<file path="src/rtl/crtc_pkg.sv">
// Shared register map, field widths, power-on defaults and timing bundle for the
// 6545-style CRTC register file.
package crtc_pkg;

  localparam int R_H_TOTAL    = 0;
  localparam int R_H_DISP     = 1;
  localparam int R_H_SYNC     = 2;
  localparam int R_SYNC_WIDTH = 3;
  localparam int R_V_TOTAL    = 4;
  localparam int R_V_ADJUST   = 5;
  localparam int R_V_DISP     = 6;
  localparam int R_V_SYNC     = 7;
  localparam int R_MAX_SCAN   = 9;
  localparam int R_START_HI   = 12;
  localparam int R_START_LO   = 13;
  localparam int R_CURSOR_HI  = 14;
  localparam int R_CURSOR_LO  = 15;

  typedef logic [15:0][7:0] crtc_regs_t;

  // Listed from R15 down to R0 so each entry lands at its register index.
  localparam crtc_regs_t DEFAULTS_40 = {
    8'h00, 8'h00, 8'h00, 8'h10, 8'h00, 8'h00, 8'd7,  8'h00,
    8'd32, 8'd25, 8'd0,  8'd39, 8'h0F, 8'd41, 8'd40, 8'd49
  };

  // The 80-column PET doubles the horizontal rate on the CPU side, so the CRTC
  // itself is programmed with the same power-on values.
  localparam crtc_regs_t DEFAULTS_80 = {
    8'h00, 8'h00, 8'h00, 8'h10, 8'h00, 8'h00, 8'd7,  8'h00,
    8'd32, 8'd25, 8'd0,  8'd39, 8'h0F, 8'd41, 8'd40, 8'd49
  };

  typedef struct packed {
    logic [7:0]  h_total;
    logic [7:0]  h_disp;
    logic [7:0]  h_sync_start;
    logic [3:0]  h_sync_width;
    logic [3:0]  v_sync_width;
    logic [6:0]  v_total;
    logic [4:0]  v_adjust;
    logic [6:0]  v_disp;
    logic [6:0]  v_sync_start;
    logic [4:0]  v_char_pixel;
    logic [13:0] screen_addr;
    logic [13:0] cursor_addr;
  } crtc_timing_t;

  function automatic logic [7:0] regMask(input logic [3:0] idx);
    case (idx)
      4'd4, 4'd6, 4'd7: return 8'h7F;
      4'd5, 4'd9:       return 8'h1F;
      4'd12, 4'd14:     return 8'h3F;
      default:          return 8'hFF;
    endcase
  endfunction

endpackage

</file>
<file path="src/rtl/crtc_staged_reg.sv">
// One timing register as a staged/active pair; the active copy only moves on a
// commit pulse, and a write coinciding with the commit goes straight through.
module crtc_staged_reg #(
  parameter int           W               = 8,
  parameter bit           COMMIT_ON_FRAME = 1'b1,
  parameter logic [W-1:0] RESET_VAL       = '0
) (
  input  logic         i_clock,
  input  logic         i_reset,
  input  logic         i_wr_en,
  input  logic [W-1:0] i_wr_data,
  input  logic         i_commit,
  output logic [W-1:0] o_active
);

  logic [W-1:0] r_staged;
  logic [W-1:0] r_active;

  always_ff @(posedge i_clock or posedge i_reset) begin
    if (i_reset) begin
      r_staged <= RESET_VAL;
      r_active <= RESET_VAL;
    end else begin
      if (i_wr_en) r_staged <= i_wr_data;
      if (!COMMIT_ON_FRAME) begin
        if (i_wr_en) r_active <= i_wr_data;
      end else if (i_commit) begin
        r_active <= i_wr_en ? i_wr_data : r_staged;
      end
    end
  end

  assign o_active = r_active;

endmodule

</file>
<file path="src/rtl/crtc_reg_file.sv">
// 6545-compatible CRTC register file: decodes the CPU address/data register pair
// and presents frame-coherent timing values to the sync generator.
module crtc_reg_file
  import crtc_pkg::*;
#(
  parameter bit COMMIT_ON_FRAME = 1'b1,
  parameter bit COLS_80         = 1'b0
) (
  input  logic        sys_clk_i,
  input  logic        reset_i,
  input  logic        cs_i,
  input  logic        rs_i,
  input  logic        rw_b_i,
  input  logic [7:0]  data_i,
  output logic [7:0]  data_o,
  output logic        data_oe_o,
  input  logic        frame_start_i,
  output logic [7:0]  h_char_total_o,
  output logic [7:0]  h_char_displayed_o,
  output logic [7:0]  h_sync_start_o,
  output logic [3:0]  h_sync_width_o,
  output logic [3:0]  v_sync_width_o,
  output logic [7:0]  v_char_total_o,
  output logic [4:0]  v_adjust_o,
  output logic [7:0]  v_char_displayed_o,
  output logic [7:0]  v_sync_start_o,
  output logic [4:0]  v_char_pixel_size_o,
  output logic [13:0] screen_addr_o,
  output logic [13:0] cursor_addr_o
);

  localparam crtc_regs_t DEFAULTS = COLS_80 ? DEFAULTS_80 : DEFAULTS_40;

  logic [4:0]   r_addr;
  logic [5:0]   r_start_hi;
  logic [7:0]   r_start_lo;
  logic [5:0]   r_cursor_hi;
  logic [7:0]   r_cursor_lo;
  logic [7:0]   r_data;
  logic         r_data_oe;

  logic         w_addr_wr;
  logic         w_data_wr;
  logic         w_rd;
  logic [7:0]   w_wr_data;
  logic [7:0]   w_rd_data;
  crtc_timing_t w_timing;
  logic [7:0]   w_sync_width;

  assign w_addr_wr = cs_i & ~rs_i & ~rw_b_i;
  assign w_data_wr = cs_i &  rs_i & ~rw_b_i;
  assign w_rd      = cs_i &  rw_b_i;
  assign w_wr_data = data_i & regMask(r_addr[3:0]);

  crtc_staged_reg #(.W(8), .COMMIT_ON_FRAME(COMMIT_ON_FRAME), .RESET_VAL(DEFAULTS[R_H_TOTAL]))
    u_r0 (.i_clock(sys_clk_i), .i_reset(reset_i), .i_wr_en(w_data_wr && r_addr == 5'(R_H_TOTAL)),
          .i_wr_data(w_wr_data), .i_commit(frame_start_i), .o_active(w_timing.h_total));

  crtc_staged_reg #(.W(8), .COMMIT_ON_FRAME(COMMIT_ON_FRAME), .RESET_VAL(DEFAULTS[R_H_DISP]))
    u_r1 (.i_clock(sys_clk_i), .i_reset(reset_i), .i_wr_en(w_data_wr && r_addr == 5'(R_H_DISP)),
          .i_wr_data(w_wr_data), .i_commit(frame_start_i), .o_active(w_timing.h_disp));

  crtc_staged_reg #(.W(8), .COMMIT_ON_FRAME(COMMIT_ON_FRAME), .RESET_VAL(DEFAULTS[R_H_SYNC]))
    u_r2 (.i_clock(sys_clk_i), .i_reset(reset_i), .i_wr_en(w_data_wr && r_addr == 5'(R_H_SYNC)),
          .i_wr_data(w_wr_data), .i_commit(frame_start_i), .o_active(w_timing.h_sync_start));

  // R3 packs both sync widths; a zero vertical width is passed through untouched.
  crtc_staged_reg #(.W(8), .COMMIT_ON_FRAME(COMMIT_ON_FRAME), .RESET_VAL(DEFAULTS[R_SYNC_WIDTH]))
    u_r3 (.i_clock(sys_clk_i), .i_reset(reset_i), .i_wr_en(w_data_wr && r_addr == 5'(R_SYNC_WIDTH)),
          .i_wr_data(w_wr_data), .i_commit(frame_start_i), .o_active(w_sync_width));

  assign w_timing.h_sync_width = w_sync_width[3:0];
  assign w_timing.v_sync_width = w_sync_width[7:4];

  crtc_staged_reg #(.W(7), .COMMIT_ON_FRAME(COMMIT_ON_FRAME), .RESET_VAL(DEFAULTS[R_V_TOTAL][6:0]))
    u_r4 (.i_clock(sys_clk_i), .i_reset(reset_i), .i_wr_en(w_data_wr && r_addr == 5'(R_V_TOTAL)),
          .i_wr_data(w_wr_data[6:0]), .i_commit(frame_start_i), .o_active(w_timing.v_total));

  crtc_staged_reg #(.W(5), .COMMIT_ON_FRAME(COMMIT_ON_FRAME), .RESET_VAL(DEFAULTS[R_V_ADJUST][4:0]))
    u_r5 (.i_clock(sys_clk_i), .i_reset(reset_i), .i_wr_en(w_data_wr && r_addr == 5'(R_V_ADJUST)),
          .i_wr_data(w_wr_data[4:0]), .i_commit(frame_start_i), .o_active(w_timing.v_adjust));

  crtc_staged_reg #(.W(7), .COMMIT_ON_FRAME(COMMIT_ON_FRAME), .RESET_VAL(DEFAULTS[R_V_DISP][6:0]))
    u_r6 (.i_clock(sys_clk_i), .i_reset(reset_i), .i_wr_en(w_data_wr && r_addr == 5'(R_V_DISP)),
          .i_wr_data(w_wr_data[6:0]), .i_commit(frame_start_i), .o_active(w_timing.v_disp));

  crtc_staged_reg #(.W(7), .COMMIT_ON_FRAME(COMMIT_ON_FRAME), .RESET_VAL(DEFAULTS[R_V_SYNC][6:0]))
    u_r7 (.i_clock(sys_clk_i), .i_reset(reset_i), .i_wr_en(w_data_wr && r_addr == 5'(R_V_SYNC)),
          .i_wr_data(w_wr_data[6:0]), .i_commit(frame_start_i), .o_active(w_timing.v_sync_start));

  crtc_staged_reg #(.W(5), .COMMIT_ON_FRAME(COMMIT_ON_FRAME), .RESET_VAL(DEFAULTS[R_MAX_SCAN][4:0]))
    u_r9 (.i_clock(sys_clk_i), .i_reset(reset_i), .i_wr_en(w_data_wr && r_addr == 5'(R_MAX_SCAN)),
          .i_wr_data(w_wr_data[4:0]), .i_commit(frame_start_i), .o_active(w_timing.v_char_pixel));

  always_ff @(posedge sys_clk_i or posedge reset_i) begin
    if (reset_i) begin
      r_addr <= '0;
    end else if (w_addr_wr) begin
      r_addr <= data_i[4:0];
    end
  end

  // Start and cursor addresses are not frame-critical, so they bypass staging.
  always_ff @(posedge sys_clk_i or posedge reset_i) begin
    if (reset_i) begin
      r_start_hi  <= DEFAULTS[R_START_HI][5:0];
      r_start_lo  <= DEFAULTS[R_START_LO];
      r_cursor_hi <= DEFAULTS[R_CURSOR_HI][5:0];
      r_cursor_lo <= DEFAULTS[R_CURSOR_LO];
    end else if (w_data_wr) begin
      case (r_addr)
        5'(R_START_HI):  r_start_hi  <= w_wr_data[5:0];
        5'(R_START_LO):  r_start_lo  <= w_wr_data;
        5'(R_CURSOR_HI): r_cursor_hi <= w_wr_data[5:0];
        5'(R_CURSOR_LO): r_cursor_lo <= w_wr_data;
        default: ;
      endcase
    end
  end

  assign w_timing.screen_addr = {r_start_hi, r_start_lo};
  assign w_timing.cursor_addr = {r_cursor_hi, r_cursor_lo};

  always_comb begin
    w_rd_data = 8'h00;
    if (rs_i && r_addr == 5'(R_CURSOR_HI)) w_rd_data = {2'b00, r_cursor_hi};
    else if (rs_i && r_addr == 5'(R_CURSOR_LO)) w_rd_data = r_cursor_lo;
  end

  always_ff @(posedge sys_clk_i or posedge reset_i) begin
    if (reset_i) begin
      r_data    <= '0;
      r_data_oe <= 1'b0;
    end else begin
      r_data_oe <= w_rd;
      r_data    <= w_rd ? w_rd_data : 8'h00;
    end
  end

  assign data_o              = r_data;
  assign data_oe_o           = r_data_oe;
  assign h_char_total_o      = w_timing.h_total;
  assign h_char_displayed_o  = w_timing.h_disp;
  assign h_sync_start_o      = w_timing.h_sync_start;
  assign h_sync_width_o      = w_timing.h_sync_width;
  assign v_sync_width_o      = w_timing.v_sync_width;
  assign v_char_total_o      = {1'b0, w_timing.v_total};
  assign v_adjust_o          = w_timing.v_adjust;
  assign v_char_displayed_o  = {1'b0, w_timing.v_disp};
  assign v_sync_start_o      = {1'b0, w_timing.v_sync_start};
  assign v_char_pixel_size_o = w_timing.v_char_pixel;
  assign screen_addr_o       = w_timing.screen_addr;
  assign cursor_addr_o       = w_timing.cursor_addr;

endmodule
</file>
<file path="config.mk">
export PLATFORM = sky130hd
export DESIGN_NAME = crtc_reg_file
export DESIGN_NICKNAME = d
export VERILOG_FILES = /design/src/rtl/crtc_pkg.sv /design/src/rtl/crtc_staged_reg.sv /design/src/rtl/crtc_reg_file.sv
export SDC_FILE = /design/constraint.sdc
export NUM_CORES = 1
export LEC_CHECK = 0
export CAP_MARGIN = 20
export CORE_AREA = 2 2 157 190
export CTS_BUF_LIST = sky130_fd_sc_hd__clkbuf_8 sky130_fd_sc_hd__clkbuf_16
export DETAILED_ROUTE_END_ITERATION = 16
export DIE_AREA = 0 0 159 192
export MAX_ROUTING_LAYER = met4
export PLACE_DENSITY = 0.54
export SLEW_MARGIN = 0
export SYNTH_ARGS = -nofsm -noshare
export SYNTH_HDL_FRONTEND = slang
export SYNTH_HIERARCHICAL = 1
export SYNTH_SLANG_ARGS = --single-unit
</file>
<file path="constraint.sdc">
create_clock -name sys_clk_i -period 2.6 [get_ports sys_clk_i]
set_clock_uncertainty 0.05 [all_clocks]
set_input_delay 0.39 -clock sys_clk_i [delete_from_list [all_inputs] [get_ports sys_clk_i]]
set_output_delay 0.39 -clock sys_clk_i [all_outputs]
set_load 0.05 [all_outputs]
</file>
# Word level (Yosys, flattened, before mapping)
# Index checks and enable logic that the tools add are counted.
# classes
mux	13
reduce_logical	19
n_bitwise	8
eq_ne	19
# op_table
op	n
2-to-1 mux 8 bit	7
equality test 5 x 4 -> 1 bit, second input constant	5
one-hot mux 8 bit (3 select lines)	1
2-to-1 mux 7 bit	3
equality test 5 x 3 -> 1 bit, second input constant	4
equality test 4 x 3 -> 1 bit, second input constant	4
equality test 4 bit, second input constant	3
logical AND 1 bit	11
equality test 5 x 2 -> 1 bit, second input constant	2
2-to-1 mux 5 bit	2
AND 8 bit	1
AND reduction 2 bit	4
AND 1 bit	5
equality test 5 x 1 -> 1 bit, second input constant	1
logical NOT 5 bit	1
OR reduction 2 bit	2
OR reduction 3 bit	1
inverter 1 bit	2
# totals
register_bits	168
inputBits	14

# Longest topological paths before layout
# logic_depth
depth_word	5
ltp_mapped	7
ltp_nobuf	5

# Modules after synthesis
# Netlist, hierarchy kept.
# modules_own_cells
mod	seq_area_each_um2	area_per_inst_um2	cells_each	instances
crtc_reg_file	1052.3	1906.8	148	1
crtc_staged_reg at u_r0 ...	407.9	668.1	35	2
crtc_staged_reg at u_r3	410.4	670.6	35	1
crtc_staged_reg at u_r1	405.4	665.6	35	1
crtc_staged_reg at u_r4	360.3	590.6	31	1
crtc_staged_reg at u_r6	357.8	588.1	31	1
crtc_staged_reg at u_r7	352.8	583.1	31	1
crtc_staged_reg at u_r9	257.7	374.1	21	1
crtc_staged_reg at u_r5	250.2	366.6	21	1

# Least setup slack after synthesis
# OpenSTA, ideal clock, no wires.
# synth_timing
path_type	reg-to-reg
start	register r_addr[0]
end	register u_r9.r_active[3] (netlist: u_r9/o_active[3])
arrival_time_ns	1.962
slack_ns	0.463
setup_ns	0.125
required_ns	2.425
stages_incl_launch_ff	6
path_cell_list	dfrtp_1 buf_4 or3b_4 nor3_1 mux2_2 mux2_2
# synth_via
elab_chain_cells	3
# synth_rtl
element	line	rtl
from (decl)	crtc_reg_file.sv:34	logic [4:0] r_addr;
from (signal assigned)	crtc_reg_file.sv:99	r_addr <= data_i[4:0];
equality test 5 x 4 -> 1 bit	crtc_reg_file.sv:92	u_r9 (.i_clock(sys_clk_i), .i_reset(reset_i), .i_wr_en(w_data_wr && r_addr == 5'(R_MAX_SCAN)),
logical AND 1 bit	crtc_reg_file.sv:92	
2-to-1 mux 5 bit	crtc_staged_reg.sv:28	r_active <= i_wr_en ? i_wr_data : r_staged;
to (signal assigned)	crtc_staged_reg.sv:26	if (i_wr_en) r_active <= i_wr_data;
to (signal assigned)	crtc_staged_reg.sv:28	
to (decl)	crtc_staged_reg.sv:17	logic [W-1:0] r_active;
# Every way passes these cells.
# A chain may end at the register's enable or synchronous reset.

# Final worst setup path
# layout_timing
start	register r_addr[0]
end	register u_r2.r_active[2] (netlist: u_r2/o_active[2])
# layout_via
elab_chain_cells	3
# layout_rtl
element	line	rtl
equality test 5 x 2 -> 1 bit	crtc_reg_file.sv:64	u_r2 (.i_clock(sys_clk_i), .i_reset(reset_i), .i_wr_en(w_data_wr && r_addr == 5'(R_H_SYNC)),
logical AND 1 bit	crtc_reg_file.sv:64	
2-to-1 mux 8 bit	crtc_staged_reg.sv:28	
to (signal assigned)	crtc_staged_reg.sv:26	
to (signal assigned)	crtc_staged_reg.sv:28	
to (decl)	crtc_staged_reg.sv:17	
# Every way passes these cells.

==> flow_summary_export.csv <==
group,metric,value,unit
clocking,cts_setup_buffers,0,
grt,grt.total_usage,12.2,%
floorplan,dieArea,30500,um2
synth,synth_top_cell_area_share,42.8,%
synth,synthCells,423,
clocking,cts_tree,"built",
synth,synth_largest_area_cell,"dfrtp_1",
grt,grt_first_pass_wirelength,27300,um
routing,vias_per_cell,4.06,
finish,areaGrowthSynthToFinish,32.2,%
finish,regArea,4260,um2
synth,synth_cell_type_count,35,
clocking,cts_root_buf,"clkbuf_16",
floorplan,core-area,28600,um2
synth,synth.most_common_cell,"dfrtp_1",
synth,synth_seq_cells,168,
clocking,clockBufferDepth,2,
run,max_cap_violations,0,
clocking,h-tree-depth,4,
sta,setup_viol,0,
finish,multiInputGateArea,2600,um2
worst_setup_path,path_class,"reg2reg",
finish,num_antenna_cells,0,
routing,drcViolationCount,0,
synth,synth_flop_cell,"dfrtp_1",
floorplan,start_util,24.8,%
floorplan,rows,68,
placed_design,place_area,8750,um2
routing,wl_per_cell,18.3,um
sta,worstMarginPinSlew,0.723,ns
clocking,cts_made_buffers,17,
sta,post-route-period-util,85.5,%
synth,synth_edf_count,0,
floorplan,fp.dieH,192,um
grt,antenna_found_initial,0,
sta,holdWs,0.444,ns
power,p_switching,3.45,mW
sta,fmax,450,MHz
finish,n_fill_cell,2852,
sta,setup_slack,0.377,ns
grt,grt-ovfl-total,0,
power,power.share.sequential,38.5,%
grt,grt_pass1_vias,4408,
floorplan,ios,117,
run_status,status,"finished, final reports clean",
placed_design,globalplace.congestion,0.767,
sta,period_needed,2.22,ns
power,total_power,9.91,mW
placed_design,dp_hpwl,11700,um
synth,syn_area_per_cell,16.7,um2
clocking,cts_sinks,168,
power,p_comb_share,34.9,%
synth,ys_async_sr_fraction,100,%
routing,drt_pass1_iterations,4,
finish,fin_area,9360,um2
synth,synthTopCellsByCount,"dfrtp_1, mux2_4, dfstp_2, mux2_2, nand3_1",
sta,rsz0062_at_grt,"false",
power,p_int,6.46,mW
sta,finalSetupTns,0,ns
clocking,worstSkewPairLatency,0.42,ns
worst_setup_path,critPathMaxFanout,11,
power,vdd_drop_max,0.438,mV
finish,drive_gt1_share,47.9,%
sta,max-slew-margin-rel,51.7,%
synth,synthTopCellsByArea,"dfrtp_1, mux2_4, dfstp_2",
clocking,clkTransAtPathRegs,0.07,ns
grt,grt_max_degree,64,
power,p_leak,4.20,nW
clocking,ctsResizeCount,0,
routing,vias,3890,
power,swShare,34.8,%
routing,ant_nets,0,
clocking,postCtsHoldBufs,0,
sta,hold_violations,0,
floorplan,die_w,159,um
worst_setup_path,arrival,2.48,ns
worst_setup_path,crit_required,2.86,ns
placed_design,preCtsSetupSlack,-0.0308,ns
worst_setup_path,critPathCaptureType,"flip-flop",
routing,drt_iter0_drc,129,
synth,seq_area_frac_synth,60.2,%
synth,ys_warn_count,6,
worst_setup_path,crit_path_start_kind,"flip-flop",
hold_path,hp-class,"reg2reg",
sta,slew_violations,0,
finish,fin_nets,573,
power,clockPowerShare,26.6,%
worst_setup_path,ff2ff_setup_slack,0.38,ns
placed_design,portBuffers,113,
power,power_density,1060,nW/um2
routing,totalWireLength,17500,um
synth,netlist_area,7080,um2
-- registers in the layout (all words and copies together) (netlist names), 6 cells and up --
register / count
u_r0/o_active: 8
data_o: 8
r_cursor_hi: 6
u_r4/o_active: 7
u_r2/o_active: 8
r_start_hi: 6
r_cursor_lo: 8
r_start_lo: 8
u_r3/r_staged: 8
u_r7/r_staged: 7
u_r6/o_active: 7
u_r3/o_active: 8
u_r1/o_active: 8
u_r1/r_staged: 8
u_r2/r_staged: 8
u_r4/r_staged: 7
u_r0/r_staged: 8
u_r6/r_staged: 7
u_r7/o_active: 7
-- critical path, cell delays in order (launching register included) --
cell,delay [ns]
dfrtp_1,0.48
or3b_2,0.57
nor2_1,0.18
buf_4,0.24
mux2_4,0.33
mux2_4,0.25
-- cell families (layout without fill, tap and decap cells) --
group           Yosys count  in the layout  share of synthesized area, %
buf+inv                  36            183                          3.18
flops                   168            168                          60.2
simple gates             48             48                          4.35
other cells               1              3                        0.0530
compound gates            9              9                         0.742
mux                     160            160                          31.4
xor+xnor                  1              1                         0.124
-- metal layers --
layer	share of wire [%]	GRT usage, %	vias to the layer above
li1	-	-	1743
met1	46	15.1	2053
met2	50	20.1	79
met3	3.2	2.50	15
met4	1.4	4.09	0
met5	0	-	-
-- through the flow --
step / util, % / std cells
5_1_grt: 32.8 / 957
2_1_floorplan: - / 425
6_report: 32.8 / 957
3_3_place_gp: 30.6 / 925
4_1_cts: 32.8 / 957
3_5_place_dp: 30.6 / 925
-- power by group through the flow --
| stage | clock network [mW] | logic, mW | registers, mW |
|---|---|---|---|
| after detailed placement | 0 | 3.49 | 3.86 |
| after floorplan | 0 | 1.15 | 5.05 |
| after global routing | 2.84 | 3.61 | 3.90 |
| after global placement | 0 | 3.44 | 3.85 |
| after CTS | 2.72 | 3.50 | 3.83 |
| final | 2.64 | 3.46 | 3.82 |
-- layout make-up --
type	count	area share, %
flip-flops and latches	168	45.5
inverters	12	0.481
clock inverters	14	1.84
repair buffers	139	14.5
clock buffers	18	4.69
well taps	385	5.14
multi-input cells	221	27.8
-- final timing paths --
path	end	cells past startpoint	from
max reg2reg	u_r2/o_active[2]	5	r_addr[0]
max	u_r2/o_active[2]	5	r_addr[0]
min	u_r2/r_staged[6]	1	u_r2/r_staged[6]
max in group asynchronous	r_cursor_hi[1]	3	reset_i
min in group asynchronous	u_r0/r_staged[7]	2	reset_i
min reg2reg	u_r2/r_staged[6]	1	u_r2/r_staged[6]
-- placed cells by master (no fill, tap or decap), types with 3 or more instances in the layout --
master,count
clkinvlp_4,4
buf_4,24
and3_1,3
nand3_1,13
mux2_4,112
a21oi_1,6
inv_6,3
nor3_4,3
conb_1,3
nor2_1,10
bufinv_16,3
inv_1,12
nand2_1,4
buf_12,3
clkbuf_16,17
mux2_2,47
dfrtp_1,121
clkdlybuf4s50_1,112
dfstp_2,47
(Power assumes the default switching activity.)
